--- config.mk ---
export PLATFORM = sky130hd
export DESIGN_NAME = dac_frame_scheduler
export DESIGN_NICKNAME = d
export VERILOG_FILES = /design/src/rtl/dac_frame_scheduler.sv
export SDC_FILE = /design/constraint.sdc
export NUM_CORES = 1
export LEC_CHECK = 0
export CORE_ASPECT_RATIO = 2
export CORE_UTILIZATION = 45
export DETAILED_ROUTE_END_ITERATION = 16
export DONT_BUFFER_PORTS = 1
export GPL_TIMING_DRIVEN = 0
export PLACE_DENSITY = 0.71
export SYNTH_ARGS = -nofsm -noshare
export SYNTH_HDL_FRONTEND = slang
export SYNTH_SLANG_ARGS = --single-unit
--- constraint.sdc ---
create_clock -name clk -period 14.1 [get_ports clk]
set_clock_uncertainty 0.1 [all_clocks]
set_input_delay 3.525 -clock clk [delete_from_list [all_inputs] [get_ports clk]]
set_output_delay 3.525 -clock clk [all_outputs]
set_load 0.1 [all_outputs]
--- src/rtl/dac_frame_scheduler.sv ---
`default_nettype none
// dac_frame_scheduler: buffers stereo frames in a small FIFO and feeds a 32-slot
// DAC serializer (left latched at slot 0, right at slot 16). Rev 1.0
module dac_frame_scheduler #(
    parameter int FIFO_DEPTH       = 4,
    parameter bit HOLD_ON_UNDERRUN = 1'b0
) (
    input  logic        clk,
    input  logic        rst_n,
    input  logic        en_i,
    input  logic        s_valid_i,
    input  logic [15:0] s_left_i,
    input  logic [15:0] s_right_i,
    output logic        s_ready_o,
    output logic [15:0] dac_data_o,
    output logic [4:0]  slot_o,
    output logic        underrun_o,
    output logic [2:0]  level_o,
    output logic [1:0]  state_o
);

    localparam int PTR_W = (FIFO_DEPTH > 1) ? $clog2(FIFO_DEPTH) : 1;

    localparam logic [1:0] ST_IDLE  = 2'd0;
    localparam logic [1:0] ST_PRIME = 2'd1;
    localparam logic [1:0] ST_RUN   = 2'd2;
    localparam logic [1:0] ST_STOP  = 2'd3;

    logic [4:0]       slot_q;
    logic [1:0]       state_q, state_d;
    logic [2:0]       count_q, count_d;
    logic [PTR_W-1:0] wr_ptr_q, wr_ptr_d, rd_ptr_q, rd_ptr_d, wr_addr;
    logic [15:0]      mem_l [FIFO_DEPTH];
    logic [15:0]      mem_r [FIFO_DEPTH];
    logic [15:0]      dac_q, left_q, right_q;
    logic             underrun_q;

    logic slot31, slot15, full, push, pop, under, flush;

    assign slot31 = (slot_q == 5'd31);
    assign slot15 = (slot_q == 5'd15);
    assign full   = (count_q == 3'(FIFO_DEPTH));
    assign push   = s_valid_i && !full;
    assign pop    = (state_q == ST_RUN) && slot31 && (count_q != 3'd0);
    assign under  = (state_q == ST_RUN) && slot31 && (count_q == 3'd0);
    assign flush  = (state_q == ST_STOP) && slot31;

    function automatic logic [PTR_W-1:0] ptr_inc(input logic [PTR_W-1:0] p);
        return (p == PTR_W'(FIFO_DEPTH - 1)) ? '0 : p + 1'b1;
    endfunction

    // A push coinciding with the flush lands in entry 0 of the emptied FIFO.
    always_comb begin
        rd_ptr_d = rd_ptr_q;
        wr_ptr_d = wr_ptr_q;
        count_d  = count_q;
        wr_addr  = wr_ptr_q;
        if (flush) begin
            rd_ptr_d = '0;
            wr_addr  = '0;
            wr_ptr_d = push ? PTR_W'(1) : '0;
            count_d  = push ? 3'd1 : 3'd0;
        end else begin
            if (push) wr_ptr_d = ptr_inc(wr_ptr_q);
            if (pop)  rd_ptr_d = ptr_inc(rd_ptr_q);
            count_d = count_q + 3'(push) - 3'(pop);
        end
    end

    always_comb begin
        state_d = state_q;
        case (state_q)
            ST_IDLE:  if (en_i) state_d = ST_PRIME;
            ST_PRIME: begin
                if (!en_i)                           state_d = ST_IDLE;
                else if (slot31 && count_q >= 3'd2)  state_d = ST_RUN;
            end
            ST_RUN:   if (!en_i) state_d = ST_STOP;
            ST_STOP:  if (slot31) state_d = ST_IDLE;
            default:  state_d = ST_IDLE;
        endcase
    end

    always_ff @(posedge clk) begin
        if (push) begin
            mem_l[wr_addr] <= s_left_i;
            mem_r[wr_addr] <= s_right_i;
        end
    end

    always_ff @(posedge clk or negedge rst_n) begin
        if (!rst_n) begin
            slot_q     <= 5'd0;
            state_q    <= ST_IDLE;
            count_q    <= 3'd0;
            wr_ptr_q   <= '0;
            rd_ptr_q   <= '0;
            underrun_q <= 1'b0;
        end else begin
            slot_q     <= slot_q + 5'd1;
            state_q    <= state_d;
            count_q    <= count_d;
            wr_ptr_q   <= wr_ptr_d;
            rd_ptr_q   <= rd_ptr_d;
            underrun_q <= under;
        end
    end

    // left_q remembers the last left sample so a held underrun can repeat it.
    always_ff @(posedge clk or negedge rst_n) begin
        if (!rst_n) begin
            dac_q   <= 16'd0;
            left_q  <= 16'd0;
            right_q <= 16'd0;
        end else if (state_q == ST_IDLE || state_q == ST_PRIME) begin
            dac_q <= 16'd0;
        end else if (pop) begin
            dac_q   <= mem_l[rd_ptr_q];
            left_q  <= mem_l[rd_ptr_q];
            right_q <= mem_r[rd_ptr_q];
        end else if (under) begin
            if (HOLD_ON_UNDERRUN) begin
                dac_q <= left_q;
            end else begin
                dac_q   <= 16'd0;
                left_q  <= 16'd0;
                right_q <= 16'd0;
            end
        end else if (slot15) begin
            dac_q <= right_q;
        end else if (flush) begin
            dac_q   <= 16'd0;
            left_q  <= 16'd0;
            right_q <= 16'd0;
        end
    end

    assign s_ready_o  = !full;
    assign dac_data_o = dac_q;
    assign slot_o     = slot_q;
    assign underrun_o = underrun_q;
    assign level_o    = count_q;
    assign state_o    = state_q;

endmodule
`default_nettype wire
==> run summary, run 1 <==
The congestion estimate from routability-driven global placement came to 0.785. The aggregate global-route resource usage was 0.181. The routed length per placed instance is 21.9 um, and the number of setup violations in the final report is 0. The first detailed-routing pass took 5 iterations.

The peak supply drop was 0.0709 mV. The fraction of the cycle the final worst path needs was 0.442. By area the synthesized netlist is led by edfxtp_1, dfrtp_1, mux4_2, mux4_1, a22o_1. At the placement stage, the worst setup path has a slack of 8310 ps.

Timing would allow up to 0.160 GHz. In this run the worst path has a maximum fanout of 5. The run gives 175 as the number of sinks driven by the clock tree. For the number of global-route vias before repair, the log shows 3550. A synthesized cell averages 19.9 um^2. For the number of buffers inserted during clock tree synthesis, the log shows 17. The layout has 1142 filler cells. The clock tree synthesis step divided the H-tree into 4 levels. The final-report max-slew violation count was 0.

In this run, the number of DRC markers left after iteration 0 of detailed routing was 201. The total power density per cell area is 131 mW/mm^2, and the number of maximum-capacitance constraint violations is 0. For the pin with the worst max-slew slack, the measured transition is 1280 ps. Layout overhead on the synthesized area: 14.7%.

The area fraction of the dominant cell type after synthesis is 0.569, and the yosys synthesis warning count is 0. The total number of vias was 3278. After synthesis, the largest family of logic cells by area is multiplexers. The run finished with clean final reports.

The multi-input combinational cells in the finished layout cover a total of 0.00162 mm^2. The run gives 0.458 as the starting utilization of the core area. Top cell type by total area after synthesis: edfxtp_1. For the relative slew slack, the log shows 0.147. Counting I/O delays and the setup requirement, the final critical path takes 6240 ps. Compound-cell area share of the yosys netlist: 0.0550. The tools report the number of I/O pins as 64. The launch point of the worst hold path is right_q[13]. After clock tree synthesis, the clock-pin slew on the worst setup and hold paths is 70 ps. The tools report the HPWL after detailed placement as 8850 um. In the synthesized netlist the dominant register cell turns out to be edfxtp_1.

The worst register-to-register path ends at mem_r[2][9]. Entering global routing, the biggest net connects 48 pins. Synthesis instantiated 40 different standard cells from the library. The count of flip-flops with a built-in enable after synthesis came out at 128.

The tools report the net count after synthesis as 384. The path with the worst hold slack has its endpoint at right_q[13]. The final layout contains routed wiring with a total length of 12700 um. The area of all sequential standard cells is 0.00502 mm^2. The worst setup path is launched from a flip-flop. Slowest library cell on the worst path: dfrtp_1. The run gives 0.00676 mm^2 as the netlist area before placement. The critical path goes through or3b_1 -> clkbuf_1. The instance count along the most critical hold path came out at 1. Synthesis inferred 175 register bits.

The adder-cell area share of the yosys netlist is 0.0178, and the arrival time of data at the critical path endpoint is 2610 ps. Share of async-settable or async-resettable flops after synthesis: 0.269. The post-CTS repair timing setup buffer count was 0; the floorplan die area was 0.0155 mm^2. The final antenna-violating net count was 0.

Across all setup checks in the final design, the least slack found is 7860 ps. The fraction of layout cells with a size suffix above 1 is 0.231, and the placeable core area is 0.0147 mm^2. The tightest hold path in the finished design has a slack of 409 ps. The die is 175 um tall. The number of antenna violations at the first check in global routing is 0.

The area share of and/or/nand/nor cells after synthesis works out to 0.0446. The count of input and output buffers was 0; the number of instances resized during post-cts repair was 0. For the worst-skew pair, the clock arrives at the later sink with an insertion delay of 420 ps.

Setup repair after global routing left no endpoint under its margin. Synthesis produced a netlist whose cell count is 339. The number of cells on the worst reg-to-reg path is 7.

The worst setup path is captured at an output pin. The share of the yosys chip area belonging to registers is 0.743. The number of antenna diodes in the final layout is 0. TritonCTS built the clock tree. In this run the deepest clock path goes through 2 buffers. The floorplan step set the die width to 88.7 um. Mux contribution to synthesized area: 0.113. The critical path's largest stage delay is 1010 ps. Classification of the worst setup path: flip-flop to output pin. Adding up every negative setup slack in the final design gives 0 ps. STA puts the critical path data required time at 10470 ps. The number of vias per cell after detailed routing is 5.65.

After clock tree synthesis, the flow added hold-fix buffers numbering 0. In this run the critical register-to-register path is launched from level_o[0]. The worst min-delay path category was flip-flop to flip-flop. The logs give 19900 um for the wire length of the first global-routing pass and 2.85 nW for the cell leakage power. The clock root buffer was clkbuf_16. The setup slack of the worst register-to-register path is 9790 ps. After detailed routing, the number of remaining DRC violations is 0.

The area share of xor/xnor cells in the synthesized design came out at 0.00389. At the end of the flow, the number of nets in the layout was 417. The final-report hold violation count was 0; the total congestion overflow was 0. For the row count, the log shows 63.
## logic make-up (layout without fill, tap and decap cells)
logic type / Yosys count / in the layout
flip-flops: 175 / 175
AND/OR/NAND/NOR: 50 / 50
XOR/XNOR: 3 / 3
AO/OA/AOI/OAI: 43 / 43
adder cells (fa/ha/maj): 9 / 9
multiplexers: 33 / 33
buffers and inverters: 26 / 72
## worst max-delay path by stage
stage                from           end  slack [ps]  depth (start not counted)
4_1_cts        level_o[0]     s_ready_o        7840                          2
2_1_floorplan   s_valid_i   mem_l[2][0]        6400                          2
3_3_place_gp    s_valid_i  mem_l[1][11]        3650                          2
3_5_place_dp   level_o[0]     s_ready_o        8310                          2
6_report       level_o[0]     s_ready_o        7860                          2
5_1_grt        level_o[0]     s_ready_o        7770                          2
## cell usage after synthesis (2+ instances only)
cell type and number:
nor2_1 9, and3_1 3, nand3_1 4, a221o_1 15, buf_6 2, inv_1 7, a22o_1 18, clkbuf_1 6
nand2_1 5, edfxtp_1 128, o21ai_0 3, and2_1 16, a21oi_1 4, ha_1 8, nor4b_1 2, xor2_1 2
dfrtp_1 47, buf_2 7, mux4_1 9, buf_4 2, mux4_2 23
## report_power, final
part	leakage, nW	internal, W	switching [W]
combinational	0.777	0.000000937	0.00000134
sequential	1.78	0.000554	0.00000352
clock	0.292	0.000256	0.000196
## routing by layer
layer | track usage | vias up | routed length [um]
met5 | 0 | - | 0
met4 | 0.0941 | 0 | 405
met3 | 0.0559 | 23 | 720
met2 | 0.313 | 85 | 7130
met1 | 0.193 | 1728 | 4430
li1 | - | 1442 | -
## metrics by stage
stage / cells / utilization / total power, W / instance area [um^2]
detailed placement: 548 / 0.487 / 0.000570 / 7170
global route: 580 / 0.526 / 0.00104 / 7750
finish: 580 / 0.526 / 0.00101 / 7750
CTS: 580 / 0.526 / 0.00102 / 7750
global placement: 534 / 0.475 / 0.000570 / 7000
floorplan: 339 / - / 0.000569 / 6760
## placed cells by master, fill, tap and decap left out, drive strengths merged, types with 9 or more instances in the layout
master and instances:
clkbuf 24, dfrtp 47, and2 16, nor2 9, edfxtp 128, a22o 18
inv 12, a221o 15, buf 26, mux4 32
## final cells by class
class | instances | share of cell area
Buffer | 19 | 0.0165
Clock buffer | 18 | 0.0581
Clock inverter | 14 | 0.0166
Inverter | 7 | 0.00339
Multi-Input combinational cell | 138 | 0.209
Sequential cell | 175 | 0.648
Tap cell | 195 | 0.0315
Timing Repair Buffer | 14 | 0.0176
## critical path: cells and delay by family (launching register included)
family | cells | cell delay [ps]
buffers and inverters | 1 | 940
DFF | 1 | 1010
and+or+nand+nor | 1 | 220
## sequential cells by signal, indices dropped and copies added (netlist names), named ones only
| signal | flops |
|---|---|
| state_o | 1 |
| dac_data_o | 16 |
| right_q | 16 |
| mem_r | 64 |
| rd_ptr_q | 2 |
| slot_o | 5 |
| underrun_o | 1 |
| wr_ptr_q | 2 |
| mem_l | 64 |
| level_o | 3 |
No activity file was read; power rests on OpenSTA's default activity.
==> inputs of run 2 (changes only) <==
==> constraint.sdc (replaced) <==
create_clock -name clk -period 5.9 [get_ports clk]
set_clock_uncertainty 0.1 [all_clocks]
set_input_delay 1.475 -clock clk [delete_from_list [all_inputs] [get_ports clk]]
set_output_delay 1.475 -clock clk [all_outputs]
set_load 0.1 [all_outputs]
==> results of run 2 <==
Same layout as run 1 (identical final DEF). Status: finished, final reports clean.
Main changes from that run: setup slack after placement 8310 ps -> 1580 ps; setup slack after layout 7860 ps -> 1590 ps; end point of the critical path s_ready_o -> mem_r[2][9]; register-to-register setup slack 9790 ps -> 1590 ps; total power 0.00101 W -> 0.00242 W; worst IR drop on VDD 0.0709 mV -> 0.169 mV
==> inputs of run 3 (changes only) <==
--- a/config.mk
+++ b/config.mk
@@ -10,7 +10,7 @@
 export DETAILED_ROUTE_END_ITERATION = 16
 export DONT_BUFFER_PORTS = 1
 export GPL_TIMING_DRIVEN = 0
-export PLACE_DENSITY = 0.71
+export PLACE_DENSITY = 0.73
 export SYNTH_ARGS = -nofsm -noshare
 export SYNTH_HDL_FRONTEND = slang
 export SYNTH_SLANG_ARGS = --single-unit
==> constraint.sdc (replaced) <==
create_clock -name clk -period 3.79 [get_ports clk]
set_clock_uncertainty 0.1 [all_clocks]
set_input_delay 0.9475 -clock clk [delete_from_list [all_inputs] [get_ports clk]]
set_output_delay 0.9475 -clock clk [all_outputs]
set_load 0.1 [all_outputs]
==> run 3 against run 2 <==
  * Non-clock buffer count is 3 higher
  * Power is 59% higher
  * Maximum frequency is 21% higher
  * Worst setup slack worse by 1400 ps
  * Sequential share of layout area is 0.63 points lower
  * Cell count is 0.52% higher
  * Via count is 0.12% lower
  * Routed wire length is 1.5% lower
  * Hold slack worse by 290 ps
  * Cell area is 1.3% higher
  * Largest cell class unchanged
  * Highest routed layer unchanged
==> run summary, run 3 (synthesis gave the netlist of run 1 again) <==
The worst path meets setup with 229 ps of slack. The run finished with clean final reports. The largest registers in the layout are mem_l (64), mem_r (64). The filler cells instantiated in the layout total 1127. Routability-driven placement finished with a final weighted congestion of 0.744.

The tools report the net count of the finished layout as 420. The tree built by TritonCTS fans out to 175 sinks. Setup violations remaining at the end of the flow were counted as 0. For this run, the top clock speed supported by timing is 0.281 GHz.

The count of input and output buffers was 0. The shortest period the worst path allows came out at 3560 ps. 0 antenna diodes ended up in the layout. Hold is met by 114 ps. For flop-to-flop paths, the worst setup slack is 230 ps. The number of cells on the worst reg-to-reg path is 10.

STA classifies the critical path startpoint as a flip-flop. For this run, the detailed router's first-pass iteration total came to 5. The worst register-to-register path begins at slot_o[4].

The relative slew slack was 0.298. Relative to the synthesized area, the layout overhead comes to 16.2%. The floorplan step set the die width to 88.7 um. The final-report hold violation count came out at 0.

After floorplanning, the core was divided into 63 placement rows. Leaving out fill and tap cells, the most frequent cell in the layout is edfxtp_1. Final-report max-slew violation count: 0.

Clock-pin slew was measured on the worst setup and hold paths at 60 ps. The endpoint identified for the worst register-to-register timing path is level_o[1]. The run gives 19500 um as the wire length of the first global-routing pass.

After clock tree synthesis, the flow added hold-fix buffers numbering 0. Clock root buffer: clkbuf_16. For the cell leakage power, the log shows 2.87 nW. The fraction of layout cells with a size suffix above 1 is 0.253, and the post-route standard cell area excluding fillers is 0.00785 mm^2. Setup repair after global routing left no endpoint under its margin. The peak supply drop was 0.244 mV.

The total power density per cell area was 491 mW/mm^2; the area of all sequential standard cells was 0.00503 mm^2. The classification of the worst setup path was flip-flop to flip-flop. The run gives 2 as the maximum buffer depth of the clock tree. Number of global-route vias before repair: 3586.

The total wire length after detailed routing is 12500 um, and the floorplan die area is 0.0155 mm^2. The tools report the final standard cell utilization of the core as 0.533. Detailed placement ended at an HPWL of 8650 um.

Capturing element type of the critical path: a flip-flop. 64 I/O pins were placed. The arrival time of data at the critical path endpoint was 3780 ps. The multi-input combinational cells in the finished layout cover a total of 0.00164 mm^2. The die is 175 um tall. For the pin with the worst max-slew slack, the measured transition is 1050 ps. The clock reaches the later pin of the worst-skew pair after 420 ps. Dividing the detail-routed via count by the number of cells gives 5.62. TritonCTS built the clock tree. In the layout the commonest cells are edfxtp_1, dfrtp_1, mux4_2.

The total number of vias is 3274, and the total number of H-tree levels is 4. The logs give 4000 ps for the data required time of the critical path and 0.177 for the aggregate global-route resource usage. Fraction of the cycle the final worst path needs: 0.940. The placeable core area was 0.0147 mm^2.

The placed instances occupy a cell area of 0.00715 mm^2. After the first detailed-routing iteration, the DRC count stood at 191. The final antenna-violating net count is 0, and the number of buffers inserted during clock tree synthesis is 17.

The worst min-delay path category was primary input to async pin. Routed length per placed instance: 21.4 um. In this run the worst path has a maximum fanout of 10. The worst setup slack before clock tree synthesis is -143 ps. The total DRC errors in the routed layout was 0; the pin count of the biggest net entering global routing was 48. The number of antenna violations at the first check in global routing was 0; the number of maximum-capacitance constraint violations was 0. The tools report the starting utilization of the core area as 0.458. After global routing the overflow that remains totals 0.
[run 3: cell count changes in the layout (fill, tap and decap cells not counted), sizes merged]
cell	delta
inv	-3
clkinv	-2
bufinv	+2
clkbuf	+1
buf	+3
clkinvlp	+2
[run 3: worst max-delay path: stages (launching register included)]
cell      delay [ps]
dfrtp_1          950
ha_1             270
buf_4            160
nand3b_1         210
nor2_1           390
buf_2            310
ha_1             270
inv_1             60
ha_1             160
fa_1             420
and2_1           150
[run 3: per-layer routing]
layer  vias to the layer above  GRT usage  wire [um]
met5                         -          0          0
met1                      1707      0.184       4410
met3                        21     0.0644        787
li1                       1448          -          -
met2                        98      0.310       6990
met4                         0     0.0766        318
[run 3: area by class of cell]
| class | count | area share |
|---|---|---|
| Inverter | 7 | 0.00335 |
| Sequential cell | 175 | 0.641 |
| Timing Repair Buffer | 17 | 0.0212 |
| Multi-Input combinational cell | 138 | 0.208 |
| Clock buffer | 19 | 0.0577 |
| Clock inverter | 13 | 0.0206 |
| Tap cell | 195 | 0.0311 |
| Buffer | 19 | 0.0164 |
[run 3: worst max path at each step]
| stage | startpoint | end | slack (ps) | depth (start not counted) |
|---|---|---|---|---|
| 2_1_floorplan | slot_o[1] | mem_l[3][0] | 4 | 7 |
| 3_3_place_gp | slot_o[1] | mem_l[3][11] | -890 | 7 |
| 3_5_place_dp | slot_o[1] | level_o[1] | -140 | 12 |
| 4_1_cts | slot_o[2] | level_o[1] | 6 | 11 |
| 5_1_grt | slot_o[0] | level_o[1] | 40 | 12 |
| 6_report | slot_o[4] | level_o[1] | 230 | 10 |
[run 3: per-stage QoR]
stage,cells,TNS (ps),power (W)
finish,583,0,0.00385
global route,583,0,0.00396
detailed placement,541,-2580,0.00212
global placement,534,-106960,0.00212
CTS,573,0,0.00388
floorplan,339,0,0.00212
[run 3: report_power, final]
group          internal (W)  switching [W]    total, W
clock network       0.00107       0.000698     0.00177
logic            0.00000348     0.00000482  0.00000830
registers           0.00206      0.0000126     0.00207
total               0.00314       0.000715     0.00385
[run 3: repair_timing]
| action | 4_1_cts | 5_1_grt |
|---|---|---|
| gates resized for setup | 1 | 5 |
| buffers inserted | 0 | 10 |
| pin swaps | 0 | 2 |
| endpoints found under the setup margin | 26 | 26 |
